===== src/rtl/crossbar_nxn_arb.sv =====
// Registered N x N crossbar with a valid/ready handshake on every lane.
// Each output has its own arbiter and a one-entry output register. An output
// slot can drain and refill on the same edge, so every output can move one
// word per cycle.
// ARB_MODE 0 is round-robin: the search starts at ptr, and ptr moves to one
// past the winner after every grant. ARB_MODE 1 is fixed priority: the lowest
// input index wins.
module crossbar_nxn_arb #(
  parameter int N        = 4,
  parameter int W        = 4,
  parameter int ARB_MODE = 0,
  localparam int SW      = (N > 1) ? $clog2(N) : 1
) (
  input  logic            clk,
  input  logic            rst_n,
  input  logic [N-1:0]    in_valid,
  output logic [N-1:0]    in_ready,
  input  logic [N*W-1:0]  in_data,
  input  logic [N*SW-1:0] in_dest,
  output logic [N-1:0]    out_valid,
  input  logic [N-1:0]    out_ready,
  output logic [N*W-1:0]  out_data,
  output logic [N*SW-1:0] out_src
);

  logic [N-1:0]  req [N];      // req[j][i]: input i targets output j
  logic [N-1:0]  slot_free;
  logic [N-1:0]  gnt_vld;
  logic [SW-1:0] gnt_src [N];
  logic [SW-1:0] ptr [N];
  logic [SW-1:0] idx;

  // Decode each input's destination into a per-output request vector.
  always_comb begin
    for (int j = 0; j < N; j++) begin
      req[j] = '0;
      for (int i = 0; i < N; i++) begin
        req[j][i] = in_valid[i] && (in_dest[i*SW +: SW] == SW'(j));
      end
    end
  end

  // An output slot can take a new word when it is empty or is being drained now.
  always_comb begin
    for (int j = 0; j < N; j++) begin
      slot_free[j] = !out_valid[j] || out_ready[j];
    end
  end

  // Per-output arbitration. N is a power of two, so the SW-bit index wraps naturally.
  always_comb begin
    gnt_vld  = '0;
    in_ready = '0;
    idx      = '0;
    for (int j = 0; j < N; j++) begin
      gnt_src[j] = '0;
      if (slot_free[j]) begin
        for (int k = 0; k < N; k++) begin
          idx = ((ARB_MODE == 1) ? '0 : ptr[j]) + SW'(k);
          if (!gnt_vld[j] && req[j][idx]) begin
            gnt_vld[j] = 1'b1;
            gnt_src[j] = idx;
          end
        end
      end
      // Each input targets one output, so at most one grant per input sets its bit.
      if (gnt_vld[j] && rst_n) begin
        in_ready[gnt_src[j]] = 1'b1;
      end
    end
  end

  // Output registers and round-robin pointers: load on grant, clear on drain.
  always_ff @(posedge clk or negedge rst_n) begin
    if (!rst_n) begin
      out_valid <= '0;
      out_data  <= '0;
      out_src   <= '0;
      for (int j = 0; j < N; j++) begin
        ptr[j] <= '0;
      end
    end else begin
      for (int j = 0; j < N; j++) begin
        if (gnt_vld[j]) begin
          out_data[j*W +: W]   <= in_data[int'(gnt_src[j])*W +: W];
          out_src[j*SW +: SW]  <= gnt_src[j];
          out_valid[j]         <= 1'b1;
          if (ARB_MODE == 0) begin
            ptr[j] <= gnt_src[j] + SW'(1);
          end
        end else if (out_ready[j]) begin
          out_valid[j] <= 1'b0;
        end
      end
    end
  end

endmodule


===== config.mk =====
export PLATFORM = sky130hd
export DESIGN_NAME = crossbar_nxn_arb
export DESIGN_NICKNAME = d
export VERILOG_FILES = /design/src/rtl/crossbar_nxn_arb.sv
export SDC_FILE = /design/constraint.sdc
export NUM_CORES = 1
export LEC_CHECK = 0
export BUFFER_PORTS_ARGS = -buffer_cell sky130_fd_sc_hd__buf_4
export CAP_MARGIN = 20
export CORE_UTILIZATION = 30
export CTS_BUF_LIST = sky130_fd_sc_hd__clkbuf_2 sky130_fd_sc_hd__clkbuf_4 sky130_fd_sc_hd__clkbuf_8
export DETAILED_ROUTE_END_ITERATION = 10
export SLEW_MARGIN = 20
export SYNTH_ARGS = -nofsm -noshare
export SYNTH_HDL_FRONTEND = slang
export SYNTH_SLANG_ARGS = --single-unit

===== constraint.sdc =====
create_clock -name clk -period 2 [get_ports clk]
set_input_delay 0 -clock clk [delete_from_list [all_inputs] [get_ports clk]]
set_output_delay 0 -clock clk [all_outputs]
set_load 0.005 [all_outputs]

; After elaboration in Yosys (flattened, before gate mapping)
; Index checks and enable logic that the tools add are counted.
[classes]
n_bitwise = 3
n_div = 0
eq_ne = 12
muxes = 104
shift = 4
reduce_logical = 64
multipliers = 0
n_lt_le_gt_ge = 24
n_addsub = 16
[op_table]
columns = op, count
row1 = variable part select 16 x 5 -> 4 bit, 4
row2 = < comparator 2 x 3 -> 1 bit (second input constant), 20
row3 = two-way mux 1 bit, 60
row4 = two-way mux 2 bit, 20
row5 = logical AND 1 bit, 36
row6 = binary-select mux 1 bit (select 2 bit), 16
row7 = adder 2 x 1 -> 2 bit (second input constant), 8
row8 = adder 2 bit (second input constant), 8
row9 = == test 2 bit (second input constant), 8
row10 = logical NOT 1 bit, 16
row11 = two-way mux 4 bit, 4
row12 = OR 4 bit, 3
row13 = demux 1 bit (select 2 bit), 4
row14 = == test 2 x 1 -> 1 bit (second input constant), 4
row15 = greater-or-equal comparator 2 x 1 -> 1 bit (second input constant), 4
row16 = logical NOT 2 bit, 4
row17 = nonzero test 2 bit, 4
row18 = logical OR 1 bit, 4
[totals]
reg_bits = 36
romBits = 0
n_memories = 0
latch_bits = 0
in_bits = 34
ram_bits = 0

; Longest topological paths before layout
; Gate-level depths: netlist of the first run.
[logic_depth]
depth_word = 29
depth_mapped = 11
mapped_depth_nobuf = 8

; Worst setup path after synthesis of the first run
; OpenSTA, ideal clock, no wires.
[synth_path]
path_type = reg2out
startpoint = register ptr[1] in the netlist's numbering
endpoint = output port in_ready[0]
arrival_ps = 1988
required_ps = 2000
path_slack_ps = 12
stages_incl_launch_ff = 9
n_path_buf = 0
cell_sequence = dfrtp_1 -> nand4_1 -> nand2_1 -> a21o_1 -> a211oi_1 -> inv_1 -> ha_1 -> a222oi_1 -> a21boi_1
[synth_lines]
columns = item, line_no
row1 = from (decl), 30  ; logic [SW-1:0] ptr [N];
row2 = "from (signal, indexed assignment)", 89  ; ptr[j] <= gnt_src[j] + SW'(1);
row3 = to (decl), 17  ; output logic [N-1:0] in_ready,

; Final worst setup path of the first run
[layout_path]
startpoint = register ptr[5] in the netlist's numbering
endpoint = output port in_ready[1]
[layout_via]
elab_chain_cells = 26
elab_cells_between_ends = 42
[layout_lines]
columns = item, line_no
row1 = binary-select mux 1 bit (select 2 bit), 60  ; if (!gnt_vld[j] && req[j][idx]) begin
row2 = two-way mux 1 bit (not written as such), 60
row3 = two-way mux 1 bit, 60
row4 = two-way mux 1 bit, 57  ; if (slot_free[j]) begin
row5 = logical NOT 1 bit, 60
row6 = logical AND 1 bit, 60
row7 = two-way mux 1 bit, 60
row8 = two-way mux 1 bit, 57
row9 = (+10 left out), --
row10 = two-way mux 1 bit (not written as such), 68  ; in_ready[gnt_src[j]] = 1'b1;
row11 = demux 1 bit (select 2 bit), 68
row12 = OR 4 bit (no line), --
row13 = two-way mux 4 bit (*), 67  ; if (gnt_vld[j] && rst_n) begin
row14 = OR 4 bit (no line), --
row15 = two-way mux 4 bit (*), 67
row16 = OR 4 bit (no line), --
row17 = two-way mux 4 bit (*), 67
; Every way passes the cells marked *; elsewhere a longest branch is shown, timed or not. The select of a mux whose other input is x is not followed.

==> impl_metrics.ini, run 1 <==
[outcome]
status = finished with violations
violations = negative setup slack

[finish]
final_core_util_pct = 45.6
syn_to_final_growth_pct = 47.2
stdcell_count = 522
diodes = 0
finalNetCount = 459
n_fill_cell = 862
drive_above_1_share_pct = 43.0
finish.instance_area_sq_um = 3960

[logic_synthesis]
synth_mux_area_share_pct = 9.54
ys_seq_area_share_pct = 33.5
synthTopCellsByCount = 45 x nand2_1, 36 x dfrtp_1, 21 x nor2_1, 20 x mux2i_1, 12 x ha_1
synth_edf_count = 0
syn_inst = 290
ys.flop_type = dfrtp_1
synth_compound_area_share_pct = 20.8
synth_top_family_by_area = simple AND/OR/NAND/NOR gates
syn_area_sq_um = 2690
synth_xor_area_share_pct = 0.326
synthAdderAreaFrac_pct = 5.59
synth_top_area_share_pct = 33.5
synth-simple-area-share_pct = 25.1
ys_warn_count = 0
ys_ff_latch = 36
synth-async-reset-ratio_pct = 100
synth_area_leaders = dfrtp_1 34%, mux2i_1 7.4%, nand2_1 6.3%, ha_1 5.6%, nor2_1 2.9%
yosysTopAreaCell = dfrtp_1
synth_fp_nets = 336
synth.avg_cell_area_sq_um = 9.27
ys_types = 60
yosysMostFrequentCell = nand2_1

[sta]
timing.final.crit_share_pct = 117
whs_ns = 0.0178
maxSlewViolCount = 0
post-route-worst-setup-slack_ns = -0.330
worst_pin_slew_ns = 0.528
setup_tns_ns = -1.31
grt_setup_unrepaired = yes
fin_crit_ns = 2.33
fin_worst_skew_ns = 0.00764
final-setup-viol-count = 4
relSlewSlack_pct = 64.5
final_hold_viol_count = 0
fmax_mhz = 429

[power]
p_leak_nw = 1.92
power_frac_seq_pct = 34.9
power_switching_share_pct = 34.5
clock_power_share_pct = 20.7
pwr-share-comb_pct = 44.4
p_int_mw = 2.07
peakVddDrop_v = 0.000401
total_power_mw = 3.17
p_per_area_nw_per_um2 = 800
power.switching_mw = 1.09

[global_routing]
groute.layer.met3.usage_pct = 3.32
overflow = 0
met1_usage_pct = 23.5
grt.total_usage_pct = 18.2
antenna_found_initial = 0
globalRoute.busiestLayer = met2
grt_first_pass_wirelength_mm = 13.8
use_met2_pct = 31.5
grt_pass1_vias = 2795
grt_max_degree = 26

[clocking]
cts_root_buf = clkbuf_8
clock_sinks = 36
clk_latency_ns = 0.29
cts_buffers = 5
cts_tree = yes
clk_path_buf_depth = 2
h-tree-depth = 2
cts.clk_slew.worst_paths_ns = 0.08

[detailed_routing]
remaining_drc_errors = 0
drtIter0Drc = 169
drt-wirelength-per-cell_microns = 16.3
dr.pass1.iters = 4
dr_total_vias = 2768
wl_mm = 8.52
postRouteAntennaNets = 0
routed_via_density = 5.30

[floorplanning]
die_h_microns = 96.7
die_w_microns = 96.7
core-area_sq_um = 8680
start_util_pct = 31.0
dieArea_sq_um = 9340
ios = 66
rows = 34

[place]
dp_hpwl_mm = 6.42
dpl-instance-area_sq_um = 3590
dpl.cell_count = 500
io_buffers = 65
place.gp.congestion = 0.835
dp_slack_ns = -0.134

[setup_path]
cp-end-kind = output pin
crit_required_ns = 2.00
crit_type = reg -> out
worstPathArrival_ns = 2.33
path_cells = nor4_4 > buf_4 > o311ai_4 > buf_4 > ha_2 > a222oi_1 > a21boi_1 > buf_4
path_common_cell = buf_4
crit_family = compound AO/OA/AOI/OAI gates
cp-start-kind = flip-flop
r2r_start = ptr[7]$_DFFE_PN0N_
crit_start = ptr[5]$_DFFE_PN0P_
cp_max_fo = 4
critPathBufInv = 3
crit_path_top_delay_cell = dfrtp_2
critical_path.max_stage_delay_ns = 0.45

[worst_hold_path]
min_from = in_data[11]
hold_class = in -> reg

[flow_run]
drv_cap = 0
placed cells by master, fill, tap and decap left out, types with 2 or more instances in the layout:
cell type and n:
a2111o_1 2, a2111oi_0 2, a211oi_1 3, a21boi_0 2, a21boi_1 4, a21oi_1 8, a21oi_2 4, a222oi_1 4
a22oi_2 2, a31oi_1 4, and3_1 3, and3b_1 7, and4_1 2, buf_4 123, buf_6 4, clkbuf_8 5
dfrtp_1 35, dlygate4sd3_1 2, ha_1 7, ha_2 5, inv_1 6, inv_2 5, mux2_2 3, mux2_4 2
mux2i_1 20, nand2_1 44, nand2b_1 10, nand3_1 8, nand3b_1 2, nand4_1 3, nor2_1 21, nor2_2 2
nor2b_1 2, nor3_1 5, nor3b_2 3, nor4_4 2, o21ai_0 4, o221ai_1 8, o41ai_4 2
cell families (layout without fill, tap and decap cells):
family / count (synthesis) / in the layout
compound gates: 66 / 66
buf+inv: 24 / 148
xor+xnor: 1 / 1
simple gates: 126 / 126
flops: 36 / 36
mux: 25 / 25
fa+ha+maj: 12 / 12
worst paths after layout:
check | to | slack [ns] | depth (start not counted)
min reg2reg | out_src[4]$_DFFE_PN0P_ | 0.49 | 2
min in group asynchronous | ptr[5]$_DFFE_PN0P_ | 0.09 | 2
min | out_data[3]$_DFFE_PN0N_ | 0.02 | 3
max in group asynchronous | out_src[1]$_DFFE_PN0N_ | 1.31 | 3
max reg2reg | out_data[1]$_DFFE_PN0N_ | 0.02 | 7
max | in_ready[1] | -0.33 | 8
sequential cells by signal, indices dropped and copies added (netlist names):
signal / flops
ptr: 8
out_data: 16
out_valid: 4
out_src: 8
power groups by stage:
stage                     clock, mW  combinational (mW)  sequential (mW)
after global routing          0.700                1.53             1.13
after global placement            0                1.23             1.10
after detailed placement          0                1.25             1.10
after floorplan                   0               0.589             1.09
after CTS                     0.676                1.34             1.10
final                         0.657                1.41             1.10
area by class of cell:
cell class | count | area [sq um] | share of cell area [%]
Inverter | 11 | 41.3 | 1.04
Multi-Input combinational cell | 230 | 1780 | 44.9
Tap cell | 108 | 135 | 3.42
Clock inverter | 3 | 42.5 | 1.08
Timing Repair Buffer | 129 | 988 | 25.0
Sequential cell | 36 | 902 | 22.8
Clock buffer | 5 | 68.8 | 1.74
tightest hold or removal path, delay by kind of cell:
family / cells / cell delay, ns
and+or+nand+nor: 1 / 0.06
AOI/OAI and AO/OA: 1 / 0.07
buffers and inverters: 1 / 0.13
routing by layer:
metal	share of wire [%]	wire [microns]
met1	46	3900
met2	49	4170
met3	4.3	363
met4	1.0	87
met5	0	0
repair_timing:
| item | CTS | global route |
|---|---|---|
| endpoints found under the setup margin | 5 | 10 |
| pin swaps | 14 | 14 |
| resized for setup | 20 | 20 |
| endpoints found under the hold margin | 37 | 0 |
| hold buffers | 2 | 0 |
| setup buffers | 6 | 6 |
Note: power is estimated with default switching activity, not from simulation.
==> inputs of run 2 (changes only) <==
- BUFFER_PORTS_ARGS: -buffer_cell sky130_fd_sc_hd__buf_4 -> -buffer_cell sky130_fd_sc_hd__clkbuf_2
==> run 2 against run 1 <==
  * The flow still finishes with violations (negative setup slack)
  * Worst setup slack lost 0.047 ns
  * First-iteration DRC count shrank 12%
  * Register-to-register slack lost 0.02 ns
  * Final area shrank 4.3%
  * Clock skew shrank 0.0012 ns
  * Critical path type unchanged
  * Final cell count shrank 1.1%
  * Clock-buffer cell count is the same
  * Utilization shrank 1.9 points
  * Hold slack lost 0.0060 ns
==> impl_metrics.ini, run 2 (synthesis gave the netlist of run 1 again) <==
[sta]
setup_tns_ns = -1.40
fmax_mhz = 421
post-route-worst-setup-slack_ns = -0.378
grt_setup_unrepaired = yes
fin_crit_ns = 2.38
maxSlewViolCount = 0
final_hold_viol_count = 0
final-setup-viol-count = 5
timing.final.crit_share_pct = 119
fin_worst_skew_ns = 0.00647
relSlewSlack_pct = 64.0
worst_pin_slew_ns = 0.535

[outcome]
status = finished with violations
violations = negative setup slack

[finish]
layout_commonest_cell = clkbuf_2
top_register = out_data
stdcell_count = 516
diodes = 0
drive_above_1_share_pct = 42.4
final_core_util_pct = 43.6
final_cell_mix = 63 x clkbuf_2, 53 x buf_4, 45 x nand2_1
seqCellArea_sq_um = 902
finalNetCount = 453
reg.largest.list = out_data x16, out_src x8, ptr x8
syn_to_final_growth_pct = 40.9
finish.instance_area_sq_um = 3790
n_fill_cell = 881
largest_register_ffs = 16
multiInputGateArea_sq_um = 1820

[floorplanning]
rows = 34
core-area_sq_um = 8680
start_util_pct = 31.0
die_h_microns = 96.7
die_w_microns = 96.7
dieArea_sq_um = 9340
ios = 66

[clocking]
clk_latency_ns = 0.30
clk_path_buf_depth = 2
clock_sinks = 36
cts_buffers = 5
cts_root_buf = clkbuf_8
cts_tree = yes
cts.clk_slew.worst_paths_ns = 0.08
h-tree-depth = 2

[setup_path]
cp-end-kind = output pin
path_cells = buf_6 > nand2b_1 > a21oi_2 > a2111o_1 > buf_4 > inv_2 > ha_4 > a222oi_1 > a21boi_1 > buf_2
worstPathArrival_ns = 2.38
r2r_setup_slack_ns = 0
critPathBufInv = 4
crit_type = reg -> out
cp-start-kind = flip-flop
cp_max_fo = 7
critical_path.max_stage_delay_ns = 0.42
crit_required_ns = 2.00
crit_path_top_delay_cell = dfrtp_1
crit_family = compound AO/OA/AOI/OAI gates

[global_routing]
grt_first_pass_wirelength_mm = 13.3
grt.total_usage_pct = 17.6
grt_max_degree = 18
antenna_found_initial = 0
overflow = 0
grt_pass1_vias = 2691

[power]
p_leak_nw = 1.86
peakVddDrop_v = 0.000380
p_per_area_nw_per_um2 = 807

[place]
io_buffers = 65
dp_hpwl_mm = 6.36
dpl-instance-area_sq_um = 3400
place.gp.congestion = 0.804
dpl.cell_count = 497

[detailed_routing]
drtIter0Drc = 149
wl_mm = 8.30
routed_via_density = 5.26
postRouteAntennaNets = 0
drt-wirelength-per-cell_microns = 16.1
dr.pass1.iters = 8
remaining_drc_errors = 0
dr_total_vias = 2714

[flow_run]
drv_cap = 0

[worst_hold_path]
hold_class = in -> reg
run 2: cell types whose count changed in the layout (fill, tap and decap cells not counted), moves of 2 or more:
cell and delta:
buf_2 +2, buf_4 -70, clkbuf_2 +63, ha_4 +2
mux2_2 -2
run 2: timing repair:
action	in CTS	in global routing
pin swaps	20	14
hold endpoints to repair	36	0
hold buffers	1	0
gates resized for setup	27	19
setup buffers	5	7
gates cloned	0	0
endpoints found under the setup margin	6	13
run 2: per-stage QoR:
stage                     power (mW)  setup WS, ns  hold slack [ns]
after floorplan                 1.68        0.0117           -0.296
after global placement          2.21        -0.106          -0.0746
after detailed placement        2.23        -0.144          -0.0765
after CTS                       3.00        -0.366         0.000604
after global routing            3.26        -0.528           0.0179
final                           3.05        -0.378           0.0118
run 2: cell type report:
type                       count  share of cell area, %
inverter                      11                   1.16
sequential                    36                   23.8
tap                          108                   3.57
timing repair buffer         123                   20.5
clock inverter                 3                   1.12
clock buffer                   5                   1.82
multi-input combinational    230                   48.0
run 2: worst paths after layout:
path                                   startpoint                       end  cells past startpoint
min in group asynchronous                   rst_n  out_valid[2]$_DFFE_PN0P_                      2
min reg2reg                out_src[2]$_DFFE_PN0P_    out_src[2]$_DFFE_PN0P_                      2
min                                    in_data[2]   out_data[2]$_DFFE_PN0N_                      3
max                            ptr[3]$_DFFE_PN0P_               in_ready[1]                     10
max reg2reg                    ptr[7]$_DFFE_PN0N_   out_data[3]$_DFFE_PN0N_                      7
max in group asynchronous                   rst_n        ptr[5]$_DFFE_PN0P_                      3
run 2: worst register-to-register path, cell delays in order (launching register included):
cell	delay (ns)
dfrtp_1	0.39
nand4bb_1	0.15
nor3b_2	0.19
o32a_4	0.43
buf_6	0.15
mux2_1	0.32
a22oi_1	0.15
a31oi_1	0.11
run 2: power breakdown:
part / total [mW] / internal [mW] / switching, mW
registers: 1.10 / 0.942 / 0.156
logic: 1.29 / 0.647 / 0.646
clock network: 0.663 / 0.369 / 0.294
total: 3.05 / 1.96 / 1.10
run 2: metal layers:
layer,global-route usage (%),wire length (microns),vias to the layer above
met1,23.4,3740,1315
met5,0,0,-
met3,4.26,477,6
li1,-,-,1314
met4,3.33,53,0
met2,29.0,4030,79
==> inputs of run 3 (changes only) <==
- PLACE_DENSITY: unset -> 0.59
==> run 3 against run 2 <==
  * Wire length fell by 1.9%
  * The run still ends with negative setup slack left
  * Largest power group unchanged
  * Sequential share of layout area up 0.50 points
  * Largest cell class unchanged
  * Register-to-register slack improved by 0.12 ns
  * Combinational power hardly changed
  * Final cell count did not move
==> impl_metrics.ini, run 3 (synthesis gave the netlist of run 1 again) <==
[outcome]
status = finished with violations
violations = negative setup slack

[place]
dp_hpwl_mm = 6.48
io_buffers = 65
dpl.cell_count = 501
dp_slack_ns = -0.160
place.gp.congestion = 0.847

[sta]
fin_worst_skew_ns = 0.00910
grt_setup_unrepaired = yes
maxSlewViolCount = 0
final-setup-viol-count = 4
worst_pin_slew_ns = 0.508
post-route-worst-setup-slack_ns = -0.361
fin_crit_ns = 2.36
timing.final.crit_share_pct = 118
final_hold_viol_count = 0
setup_tns_ns = -1.36
fmax_mhz = 424
relSlewSlack_pct = 65.9

[worst_hold_path]
hold_class = in -> reg
holdPathStages = 3

[detailed_routing]
wl_mm = 8.15
drtIter0Drc = 122
routed_via_density = 5.27
postRouteAntennaNets = 0
remaining_drc_errors = 0
drt-wirelength-per-cell_microns = 15.8
dr.pass1.iters = 5
dr_total_vias = 2717

[setup_path]
crit_path_top_delay_cell = a2111o_1
path_cells = inv_2 > o2bb2ai_1 > nor2b_1 > a2111o_1 > ha_2 > a222oi_1 > a21boi_1 > clkbuf_2
critPathBufInv = 2
crit_required_ns = 2.00
crit_type = reg -> out
crit_end = in_ready[2]
crit-reg2reg-capture = out_data[6]$_DFFE_PN0P_
cp-start-kind = flip-flop
r2r_setup_slack_ns = 0.12
r2r_cells = 7
crit_start = ptr[4]$_DFFE_PN0P_
r2r_start = ptr[4]$_DFFE_PN0P_
critical_path.max_stage_delay_ns = 0.44
worstPathArrival_ns = 2.36
cp.depth = 8
crit_family = compound AO/OA/AOI/OAI gates
cp_max_fo = 4
cp-end-kind = output pin

[finish]
drive_above_1_share_pct = 40.7
stdcell_count = 516
syn_to_final_growth_pct = 38.0
diodes = 0
layout_commonest_cell = clkbuf_2
finalNetCount = 453
final_cell_mix = 63 x clkbuf_2, 53 x buf_4, 45 x nand2_1
largest_register_ffs = 16
reg.largest.list = out_data x16, out_src x8, ptr x8
top_register = out_data

[power]
p_per_area_nw_per_um2 = 816
total_power_mw = 3.03
p_leak_nw = 1.84
peakVddDrop_v = 0.000322

[clocking]
clk_latency_ns = 0.30
clk_path_buf_depth = 2
cts.clk_slew.worst_paths_ns = 0.08
cts_buffers = 5
cts_tree = yes
cts_root_buf = clkbuf_8
h-tree-depth = 2
clock_sinks = 36

[floorplanning]
die_w_microns = 96.7
die_h_microns = 96.7
ios = 66
core-area_sq_um = 8680
dieArea_sq_um = 9340
rows = 34
start_util_pct = 31.0

[flow_run]
drv_cap = 0

[global_routing]
grt_first_pass_wirelength_mm = 13.4
antenna_found_initial = 0
grt_pass1_vias = 2693
grt.total_usage_pct = 17.7
overflow = 0
grt_max_degree = 17
## run 3: cell types whose count changed in the layout (fill, tap and decap cells not counted), sizes merged
cell      before  now
clkbuf        68   69
clkinvlp       1    0
## run 3: how the worst min path moves through the flow
| stage | start | to | slack [ns] |
|---|---|---|---|
| 2_1_floorplan | rst_n | out_data[0]$_DFFE_PN0N_ | -0.30 |
| 3_3_place_gp | rst_n | ptr[5]$_DFFE_PN0P_ | -0.1 |
| 3_5_place_dp | rst_n | ptr[5]$_DFFE_PN0P_ | -0.09 |
| 4_1_cts | in_data[1] | out_data[1]$_DFFE_PN0N_ | 0.007 |
| 5_1_grt | in_data[1] | out_data[1]$_DFFE_PN0N_ | 0.02 |
| 6_report | in_data[2] | out_data[2]$_DFFE_PN0N_ | 0.006 |
## run 3: final cells by class
class	instances	area (sq um)
fill	912	4970
clock buffer	6	76.3
inverter	11	43.8
timing repair buffer	123	778
multi-input combinational	230	1740
sequential	36	902
tap	108	135
clock inverter	2	35.0
## run 3: power by group
part	switching, mW	internal (mW)	leakage [nW]
registers	0.154	0.942	0.423
logic	0.633	0.627	1.36
clock network	0.286	0.384	0.0586
total	1.07	1.95	1.84
## run 3: repair_timing
| action | in CTS | in global routing |
|---|---|---|
| endpoints found under the hold margin | 36 | 0 |
| pin swaps | 9 | 11 |
| setup endpoints to repair | 8 | 8 |
| setup buffers | 4 | 2 |
| resized for setup | 16 | 19 |
| hold buffers | 1 | 0 |
## run 3: per-stage QoR
step	instance area [sq um]	hold WS [ns]	util, %
after global routing	3710	0.0190	42.7
final	3710	0.00588	42.7
after CTS	3630	0.00704	41.9
after detailed placement	3430	-0.0934	39.6
after global placement	3430	-0.0980	39.6
after floorplan	2690	-0.296	-
## run 3: routing by layer
metal	vias to the layer above	routed length (microns)	part of all wire (%)	track usage [%]
met1	1326	3800	47	23.6
met3	9	358	4.4	3.03
met5	-	0	0	0
li1	1315	-	-	-
met4	0	93	1.1	3.79
met2	67	3900	48	30.0
## run 3: worst reg2reg max path, cell delays in order (launching register included)
cell       delay, ns
dfrtp_1         0.40
inv_2           0.12
o2bb2ai_1       0.09
nor2b_1         0.14
a2111o_1        0.44
buf_4           0.23
mux2i_1         0.17
o221ai_1        0.15
